--- config.mk ---
export PLATFORM = sky130hd
export DESIGN_NAME = dma_mc
export DESIGN_NICKNAME = d
export VERILOG_FILES = /design/src/rtl/dma_mc_pkg.sv /design/src/rtl/dma_mc_rr_arb.sv /design/src/rtl/dma_mc.sv
export SDC_FILE = /design/constraint.sdc
export NUM_CORES = 1
export LEC_CHECK = 0
export ABC_AREA = 0
export BUFFER_PORTS_ARGS = -buffer_cell sky130_fd_sc_hd__clkbuf_2
export CORE_UTILIZATION = 62
export CTS_BUF_LIST = sky130_fd_sc_hd__clkbuf_4
export DETAILED_ROUTE_END_ITERATION = 7
export PLACE_DENSITY = 0.88
export SYNTH_ARGS = -nofsm -noshare
export SYNTH_HDL_FRONTEND = slang
export SYNTH_SLANG_ARGS = --single-unit
export TNS_END_PERCENT = 5
--- constraint.sdc ---
create_clock -name clk -period 15.6 [get_ports clk]
set_input_delay 2.34 -clock clk [delete_from_list [all_inputs] [get_ports clk]]
set_output_delay 2.34 -clock clk [all_outputs]
set_load 0.05 [all_outputs]
--- src/rtl/dma_mc_pkg.sv ---
// Shared encodings for the multi-channel DMA: engine state codes, register
// offsets within a channel's 4-word window, STATUS/CTRL bit positions and descriptor layout.
package dma_mc_pkg;

    localparam logic [2:0] ST_IDLE    = 3'd0;
    localparam logic [2:0] ST_ARB     = 3'd1;
    localparam logic [2:0] ST_DESC_RD = 3'd2;
    localparam logic [2:0] ST_CHECK   = 3'd3;
    localparam logic [2:0] ST_RD      = 3'd4;
    localparam logic [2:0] ST_WR      = 3'd5;
    localparam logic [2:0] ST_NEXT    = 3'd6;

    localparam logic [1:0] REG_CTRL      = 2'd0;
    localparam logic [1:0] REG_DESC_BASE = 2'd1;
    localparam logic [1:0] REG_STATUS    = 2'd2;
    localparam logic [1:0] REG_CLR       = 2'd3;

    localparam int CTRL_EN  = 0;
    localparam int CTRL_IE  = 1;

    localparam int STS_BUSY  = 0;
    localparam int STS_DONE  = 1;
    localparam int STS_ERR   = 2;
    localparam int STS_ABORT = 3;

    // Descriptor word order in memory: base+0/4/8/12.
    localparam logic [1:0] DESC_SRC  = 2'd0;
    localparam logic [1:0] DESC_DST  = 2'd1;
    localparam logic [1:0] DESC_LEN  = 2'd2;
    localparam logic [1:0] DESC_NEXT = 2'd3;

    localparam int EOC_BIT = 0;

endpackage

--- src/rtl/dma_mc_rr_arb.sv ---
// Round-robin arbiter: grants the lowest-index requester at or after
// last_grant+1 (mod N); last_grant advances only when the grant is taken.
module dma_mc_rr_arb #(
    parameter int N  = 2,
    parameter int IW = (N > 1) ? $clog2(N) : 1
) (
    input  logic          clk,
    input  logic          rst,
    input  logic [N-1:0]  req,
    input  logic          take,
    output logic [IW-1:0] gnt_idx,
    output logic          gnt_valid
);

    logic [IW-1:0] last_q;
    logic [IW-1:0] last_d;
    logic [IW-1:0] cand;

    always_comb begin
        gnt_idx   = '0;
        gnt_valid = 1'b0;
        cand      = '0;
        // Walk offsets from far to near so the nearest requester overrides.
        for (int off = N; off >= 1; off--) begin
            cand = IW'((int'(last_q) + off) % N);
            if (req[cand]) begin
                gnt_idx   = cand;
                gnt_valid = 1'b1;
            end
        end
    end

    always_comb begin
        last_d = last_q;
        if (take && gnt_valid) begin
            last_d = gnt_idx;
        end
    end

    always_ff @(posedge clk or posedge rst) begin
        if (rst) begin
            last_q <= IW'(N - 1);
        end else begin
            last_q <= last_d;
        end
    end

endmodule

--- src/rtl/dma_mc.sv ---
// Multi-channel descriptor-chained DMA: per-channel register banks feeding one
// shared copy engine that alternates single-beat reads and writes on the master port.
module dma_mc
    import dma_mc_pkg::*;
#(
    parameter int NUM_CH = 2,
    parameter int ADDR_W = 32,
    parameter int DATA_W = 32,
    parameter int RA_W   = $clog2(NUM_CH) + 2
) (
    input  logic              clk,
    input  logic              rst,
    output logic [NUM_CH-1:0] irq,
    output logic              R_req,
    output logic [ADDR_W-1:0] AR_ADDR,
    input  logic [DATA_W-1:0] R_DATA,
    input  logic              R_valid,
    output logic              W_req,
    output logic [ADDR_W-1:0] AW_ADDR,
    output logic [DATA_W-1:0] W_DATA,
    input  logic              W_done,
    input  logic              CEB,
    input  logic              WEB,
    input  logic [RA_W-1:0]   A,
    input  logic [31:0]       DI,
    output logic [31:0]       DO
);

    localparam int CH_W = (NUM_CH > 1) ? $clog2(NUM_CH) : 1;
    localparam int BPB  = DATA_W / 8;

    // Handshake: R_req/W_req rise from a registered low state with address and
    // data already registered; they stay high until the R_valid/W_done pulse is
    // sampled, then drop for at least one cycle before the next request.

    // Per-channel register state
    logic [NUM_CH-1:0] en_q, en_d, ie_q, ie_d;
    logic [NUM_CH-1:0] busy_q, busy_d, done_q, done_d, err_q, err_d, abort_q, abort_d;
    logic [ADDR_W-1:0] base_q [NUM_CH];
    logic [ADDR_W-1:0] base_d [NUM_CH];
    logic [ADDR_W-1:0] ptr_q  [NUM_CH];
    logic [ADDR_W-1:0] ptr_d  [NUM_CH];
    logic [31:0]       do_q, do_d;

    // Engine state
    logic [2:0]        state_q, state_d;
    logic [CH_W-1:0]   cur_q, cur_d;
    logic [1:0]        idx_q, idx_d;
    logic [ADDR_W-1:0] desc_q [4];
    logic [ADDR_W-1:0] desc_d [4];
    logic [ADDR_W-1:0] cnt_q, cnt_d;
    logic [DATA_W-1:0] data_q, data_d;
    logic              r_req_q, r_req_d, w_req_q, w_req_d;
    logic [ADDR_W-1:0] ar_addr_q, ar_addr_d, aw_addr_q, aw_addr_d;

    // Engine events, all aimed at channel cur_q
    logic ev_done, ev_err, ev_abort, ev_stop, ev_clr_en, ev_ptr_we;

    logic [NUM_CH-1:0] pending;
    logic              arb_take;
    logic [CH_W-1:0]   gnt_idx;
    logic              gnt_valid;

    logic [CH_W-1:0] reg_ch;
    logic [1:0]      reg_k;
    logic            reg_hit, wr_en, rd_en;

    assign reg_k   = A[1:0];
    assign reg_ch  = CH_W'(A >> 2);
    assign reg_hit = (int'(A >> 2) < NUM_CH);
    assign wr_en   = !CEB && !WEB && reg_hit;
    assign rd_en   = !CEB && WEB;

    assign pending = busy_q & en_q;

    dma_mc_rr_arb #(.N(NUM_CH), .IW(CH_W)) u_arb (
        .clk       (clk),
        .rst       (rst),
        .req       (pending),
        .take      (arb_take),
        .gnt_idx   (gnt_idx),
        .gnt_valid (gnt_valid)
    );

    always_comb begin
        state_d   = state_q;
        cur_d     = cur_q;
        idx_d     = idx_q;
        cnt_d     = cnt_q;
        data_d    = data_q;
        r_req_d   = r_req_q;
        w_req_d   = w_req_q;
        ar_addr_d = ar_addr_q;
        aw_addr_d = aw_addr_q;
        for (int i = 0; i < 4; i++) begin
            desc_d[i] = desc_q[i];
        end
        arb_take  = 1'b0;
        ev_done   = 1'b0;
        ev_err    = 1'b0;
        ev_abort  = 1'b0;
        ev_stop   = 1'b0;
        ev_clr_en = 1'b0;
        ev_ptr_we = 1'b0;

        case (state_q)
            ST_IDLE: begin
                if (|pending) begin
                    state_d = ST_ARB;
                end
            end
            ST_ARB: begin
                if (gnt_valid) begin
                    arb_take  = 1'b1;
                    cur_d     = gnt_idx;
                    idx_d     = 2'd0;
                    r_req_d   = 1'b1;
                    ar_addr_d = ptr_q[gnt_idx];
                    state_d   = ST_DESC_RD;
                end else begin
                    state_d = ST_IDLE;
                end
            end
            ST_DESC_RD: begin
                if (r_req_q) begin
                    if (R_valid) begin
                        desc_d[idx_q] = ADDR_W'(R_DATA);
                        r_req_d       = 1'b0;
                        idx_d         = idx_q + 2'd1;
                        if (idx_q == 2'd3) begin
                            state_d = ST_CHECK;
                        end
                    end
                end else begin
                    r_req_d   = 1'b1;
                    ar_addr_d = ptr_q[cur_q] + ADDR_W'({idx_q, 2'b00});
                end
            end
            ST_CHECK: begin
                if (!en_q[cur_q]) begin
                    ev_abort = 1'b1;
                    ev_stop  = 1'b1;
                    state_d  = ST_IDLE;
                end else if (desc_q[DESC_LEN] == '0 ||
                             (desc_q[DESC_LEN] & ADDR_W'(BPB - 1)) != '0) begin
                    ev_err  = 1'b1;
                    ev_stop = 1'b1;
                    state_d = ST_IDLE;
                end else begin
                    cnt_d   = '0;
                    state_d = ST_RD;
                end
            end
            ST_RD: begin
                if (r_req_q) begin
                    if (R_valid) begin
                        data_d  = R_DATA;
                        r_req_d = 1'b0;
                        state_d = ST_WR;
                    end
                end else begin
                    r_req_d   = 1'b1;
                    ar_addr_d = desc_q[DESC_SRC] + cnt_q;
                end
            end
            ST_WR: begin
                if (w_req_q) begin
                    if (W_done) begin
                        w_req_d = 1'b0;
                        cnt_d   = cnt_q + ADDR_W'(BPB);
                        // EN dropped mid-beat: this beat is done, stop here.
                        if (!en_q[cur_q]) begin
                            ev_abort = 1'b1;
                            ev_stop  = 1'b1;
                            state_d  = ST_IDLE;
                        end else if (cnt_q + ADDR_W'(BPB) == desc_q[DESC_LEN]) begin
                            state_d = ST_NEXT;
                        end else begin
                            state_d = ST_RD;
                        end
                    end
                end else begin
                    w_req_d   = 1'b1;
                    aw_addr_d = desc_q[DESC_DST] + cnt_q;
                end
            end
            ST_NEXT: begin
                if (desc_q[DESC_NEXT][EOC_BIT]) begin
                    ev_done   = 1'b1;
                    ev_stop   = 1'b1;
                    ev_clr_en = 1'b1;
                end else if (!en_q[cur_q]) begin
                    ev_abort = 1'b1;
                    ev_stop  = 1'b1;
                end else begin
                    ev_ptr_we = 1'b1;
                end
                state_d = ST_IDLE;
            end
            default: begin
                state_d = ST_IDLE;
                r_req_d = 1'b0;
                w_req_d = 1'b0;
            end
        endcase
    end

    // Channel register updates: host writes merged with engine events.
    logic       sel, eng, mine, start, uabort;
    logic [2:0] clr;

    always_comb begin
        en_d    = en_q;
        ie_d    = ie_q;
        busy_d  = busy_q;
        done_d  = done_q;
        err_d   = err_q;
        abort_d = abort_q;
        sel     = 1'b0;
        eng     = 1'b0;
        mine    = 1'b0;
        start   = 1'b0;
        uabort  = 1'b0;
        clr     = 3'b000;
        for (int c = 0; c < NUM_CH; c++) begin
            base_d[c] = base_q[c];
            ptr_d[c]  = ptr_q[c];
            sel  = wr_en && (reg_ch == CH_W'(c));
            mine = (state_q != ST_IDLE) && (cur_q == CH_W'(c));
            // A channel the engine holds (or is granting now) aborts via the
            // engine at a beat boundary; otherwise the abort is immediate.
            eng  = (state_q == ST_ARB) ? (gnt_valid && gnt_idx == CH_W'(c))
                                       : mine;
            start  = sel && reg_k == REG_CTRL && DI[CTRL_EN] && !en_q[c] &&
                     !busy_q[c] && base_q[c] != '0;
            uabort = sel && reg_k == REG_CTRL && !DI[CTRL_EN] && en_q[c] &&
                     busy_q[c] && !eng;
            clr    = (sel && reg_k == REG_CLR) ? DI[STS_ABORT:STS_DONE] : 3'b000;

            if (sel && reg_k == REG_CTRL) begin
                en_d[c] = DI[CTRL_EN];
                ie_d[c] = DI[CTRL_IE];
            end else if (mine && ev_clr_en) begin
                en_d[c] = 1'b0;
            end
            if (sel && reg_k == REG_DESC_BASE) begin
                base_d[c] = ADDR_W'(DI);
            end
            if (start) begin
                ptr_d[c]  = base_q[c];
                busy_d[c] = 1'b1;
            end
            if (mine && ev_ptr_we) begin
                ptr_d[c] = desc_q[DESC_NEXT] & ~ADDR_W'(3);
            end
            if ((mine && ev_stop) || uabort) begin
                busy_d[c] = 1'b0;
            end
            done_d[c]  = (done_q[c]  | (mine && ev_done))              & ~clr[0];
            err_d[c]   = (err_q[c]   | (mine && ev_err))               & ~clr[1];
            abort_d[c] = (abort_q[c] | (mine && ev_abort) | uabort)    & ~clr[2];
        end
    end

    always_comb begin
        do_d = do_q;
        if (rd_en) begin
            do_d = '0;
            if (reg_hit) begin
                case (reg_k)
                    REG_CTRL:      do_d = {30'b0, ie_q[reg_ch], en_q[reg_ch]};
                    REG_DESC_BASE: do_d = 32'(base_q[reg_ch]);
                    REG_STATUS:    do_d = {28'b0, abort_q[reg_ch], err_q[reg_ch],
                                           done_q[reg_ch], busy_q[reg_ch]};
                    default:       do_d = '0;
                endcase
            end
        end
    end

    always_ff @(posedge clk or posedge rst) begin
        if (rst) begin
            en_q      <= '0;
            ie_q      <= '0;
            busy_q    <= '0;
            done_q    <= '0;
            err_q     <= '0;
            abort_q   <= '0;
            do_q      <= '0;
            state_q   <= ST_IDLE;
            cur_q     <= '0;
            idx_q     <= '0;
            cnt_q     <= '0;
            data_q    <= '0;
            r_req_q   <= 1'b0;
            w_req_q   <= 1'b0;
            ar_addr_q <= '0;
            aw_addr_q <= '0;
            for (int c = 0; c < NUM_CH; c++) begin
                base_q[c] <= '0;
                ptr_q[c]  <= '0;
            end
            for (int i = 0; i < 4; i++) begin
                desc_q[i] <= '0;
            end
        end else begin
            en_q      <= en_d;
            ie_q      <= ie_d;
            busy_q    <= busy_d;
            done_q    <= done_d;
            err_q     <= err_d;
            abort_q   <= abort_d;
            do_q      <= do_d;
            state_q   <= state_d;
            cur_q     <= cur_d;
            idx_q     <= idx_d;
            cnt_q     <= cnt_d;
            data_q    <= data_d;
            r_req_q   <= r_req_d;
            w_req_q   <= w_req_d;
            ar_addr_q <= ar_addr_d;
            aw_addr_q <= aw_addr_d;
            for (int c = 0; c < NUM_CH; c++) begin
                base_q[c] <= base_d[c];
                ptr_q[c]  <= ptr_d[c];
            end
            for (int i = 0; i < 4; i++) begin
                desc_q[i] <= desc_d[i];
            end
        end
    end

    assign irq     = ie_q & (done_q | err_q | abort_q);
    assign R_req   = r_req_q;
    assign AR_ADDR = ar_addr_q;
    assign W_req   = w_req_q;
    assign AW_ADDR = aw_addr_q;
    assign W_DATA  = data_q;
    assign DO      = do_q;

endmodule

==> flow_metrics.py <==
metrics = {
    "critical_path": {
        "timing.rr.end": "AR_ADDR[28]",
        "crit_slowest_cell": "dfrtp_1",
        "path_buf_inv": 1,
        "end_kind": "output pin",
        "cp_max_fo": 3,
        "path_class": "reg2out",
        "critical_path.cell_chain": "o31a_1, clkbuf_2",
        "r2r_slack_ps": 11620,
        "rr_worst_depth": 10,
        "cp.arrival_ps": 1790,
        "max_stage_delay_ps": 410,
        "start_kind": "flip-flop",
        "required_ps": 13260,
        "critPathTopFamily": "flip-flops",
        "timing.rr.start": "cnt_q[9]",
    },
    "die": {
        "num_rows": 70,
        "die_area_um2": 38400,
        "initial_core_util": 0.633,
        "die_h_um": 196,
        "ios": 205,
        "die_w_um": 196,
        "design.core.area_um2": 36900,
    },
    "routing": {
        "drc": 0,
        "antenna_left": 0,
        "routed_via_density": 6.33,
        "vias": 19600,
        "avgRoutedWirePerCell_um": 20.7,
        "drt_pass1_iterations": 5,
        "drt-initial-drc-count": 1740,
        "wl_um": 64000,
    },
    "place": {
        "numPortBuffers": 204,
        "gp_congestion": 0.961,
        "dp_hpwl_um": 45000,
        "place_area_um2": 24800,
    },
    "synth": {
        "syn_avg_cell_area_um2": 10.3,
        "ys_warn_count": 0,
        "synth_edf_count": 0,
        "synth_ff_type": "dfrtp_1",
        "ys_types": 74,
        "synth_fp_nets": 2416,
        "async_reset_ff_frac": 1.00,
        "ys_seq_area_frac": 0.465,
        "synth_area_um2": 23400,
        "synthCells": 2276,
        "ys_seq_elements": 434,
    },
    "clocking": {
        "cts.sinks": 434,
        "clkLatencyLatePin_ps": 840,
        "hold_buffers": 0,
        "cts-root-buf": "clkbuf_4",
        "cts_tree": "built",
        "cts_resized": 0,
        "clkTransAtPathRegs_ps": 70,
        "clockBufferDepth": 3,
        "numCtsBuffers": 112,
        "h-tree-depth": 3,
        "postCtsSetupBuffers": 0,
    },
    "timing": {
        "fmax_mhz": 242,
        "setup_tns_ps": 0,
        "rsz0062_at_grt": "no",
        "final_max_slew_viol_count": 0,
        "max-slew-margin-rel": 0.212,
        "worst_pin_slew_ps": 1180,
        "setup_violations": 0,
        "hold_viol": 0,
        "finalCritPeriodShare": 0.265,
        "fin_crit_ps": 4130,
        "fin_skew_ps": 49.4,
    },
    "grt": {
        "grt-ovfl-total": 0,
        "grt_max_degree": 185,
        "grt_pass1_vias": 19800,
        "grt_pass1_wl_um": 103000,
        "antenna_found_initial": 1,
        "grtUsageTotal": 0.338,
    },
    "layout": {
        "fin_area_um2": 26300,
        "layout_commonest_cell": "dfrtp_1",
        "finalNetCount": 2639,
        "drive_gt1_frac": 0.260,
        "final_cell_mix": "432 x dfrtp_1, 277 x nand2_1, 239 x mux2_2, 210 x o21ai_0, 204 x clkbuf_2",
        "area_delta_synth_final_pct": 12.6,
    },
    "power_and_ir_drop": {
        "p_leak_uw": 0.0128,
        "powerDensity_nw_per_um2": 175,
        "peakVddDrop_v": 0.000188,
    },
    "worst_hold_path": {
        "hp-start": "DO[26]",
        "hold_end": "DO[26]",
        "whs_path_depth": 2,
        "holdCritPathClass": "reg2reg",
    },
    "run_status": {
        "status": "complete, no violations",
    },
    "flow_run": {
        "maxCapViolCount": 0,
    },
}
-- cells by family (layout without fill, tap and decap cells) --
family          after synthesis  count (layout)  synth area share
compound gates              519             519             0.134
xor+xnor                    120             120            0.0450
fa+ha+maj                    67              67            0.0362
buf+inv                     141             454            0.0234
flops                       434             434             0.465
mux                         367             367             0.170
other cells                   1               2          0.000161
simple gates                627             627             0.126
-- area by class of cell --
cell class / count / area (µm²)
Multi-Input combinational cell: 1701 / 12000
Clock inverter: 41 / 240
Tap cell: 504 / 631
Clock buffer: 163 / 1220
Timing Repair Buffer: 229 / 1220
Inverter: 21 / 86.3
Sequential cell: 434 / 10900
Fill cell: 2591 / 10600
Antenna cell: 1 / 2.50
-- cells in the mapped netlist (24+ instances only) --
library cell	n	area, µm²
xor2_1	47	412
nand2_1	277	1040
dfrtp_1	433	10800
a21oi_1	120	601
xnor2_1	73	639
nor2_1	116	435
nand3_1	48	240
mux2_2	239	2690
nor3_1	25	125
nor4_1	32	200
mux2i_1	128	1280
o31ai_1	24	180
ha_1	66	826
o21ai_0	210	1050
a21o_1	28	210
clkbuf_1	89	334
-- worst max path at each step --
stage	end	cells after the start	startpoint	slack, ps
after floorplan	AR_ADDR[0]	1	rst	1170
after global placement	AW_ADDR[29]	4	rst	10780
after global routing	AW_ADDR[29]	4	rst	11190
after CTS	irq[0]	2	err_q[0]	11430
after detailed placement	AW_ADDR[29]	4	rst	10680
final	irq[1]	2	err_q[1]	11470
-- worst reg2reg max path, stage by stage (launching register included) --
cell,delay [ps]
dfrtp_1,560
ha_1,370
a211oi_1,260
nand2_1,110
a32o_1,270
a2111oi_0,900
nor3_1,170
a211oi_1,630
o21ai_0,230
mux2_2,310
nor2_1,110
-- state kept, by name, summed over array words and instances, names as in the netlist, 3 cells and up --
signal   flops
desc_q     127
base_q      64
ptr_q       64
AR_ADDR     32
AW_ADDR     32
DO          32
W_DATA      32
cnt_q       30
state_q      3
-- metal layers --
metal / routed length (µm) / global-route usage
met5: 0 / 0
met4: 2690 / 0.169
met3: 4820 / 0.0591
met2: 31600 / 0.561
met1: 24900 / 0.429
-- stage by stage --
step                hold slack, ps  utilization  worst slack (ps)  total power (µW)  std cells
floorplan                      433            -              1170              3060       2276
global route                   508        0.713             11190              4840       3094
global placement               452        0.674             10780              3490       2889
CTS                            484        0.713             11430              4590       3093
detailed placement             463        0.674             10680              3570       2889
finish                         479        0.713             11470              4600       3094
-- power breakdown --
part	leakage [µW]	total [µW]	switching, µW	internal (µW)
combinational	0.00647	1810	1180	639
clock	0.000877	1000	476	528
sequential	0.00542	1780	327	1460
total	0.0128	4600	1980	2620
Note: power is estimated with default switching activity, not from simulation.
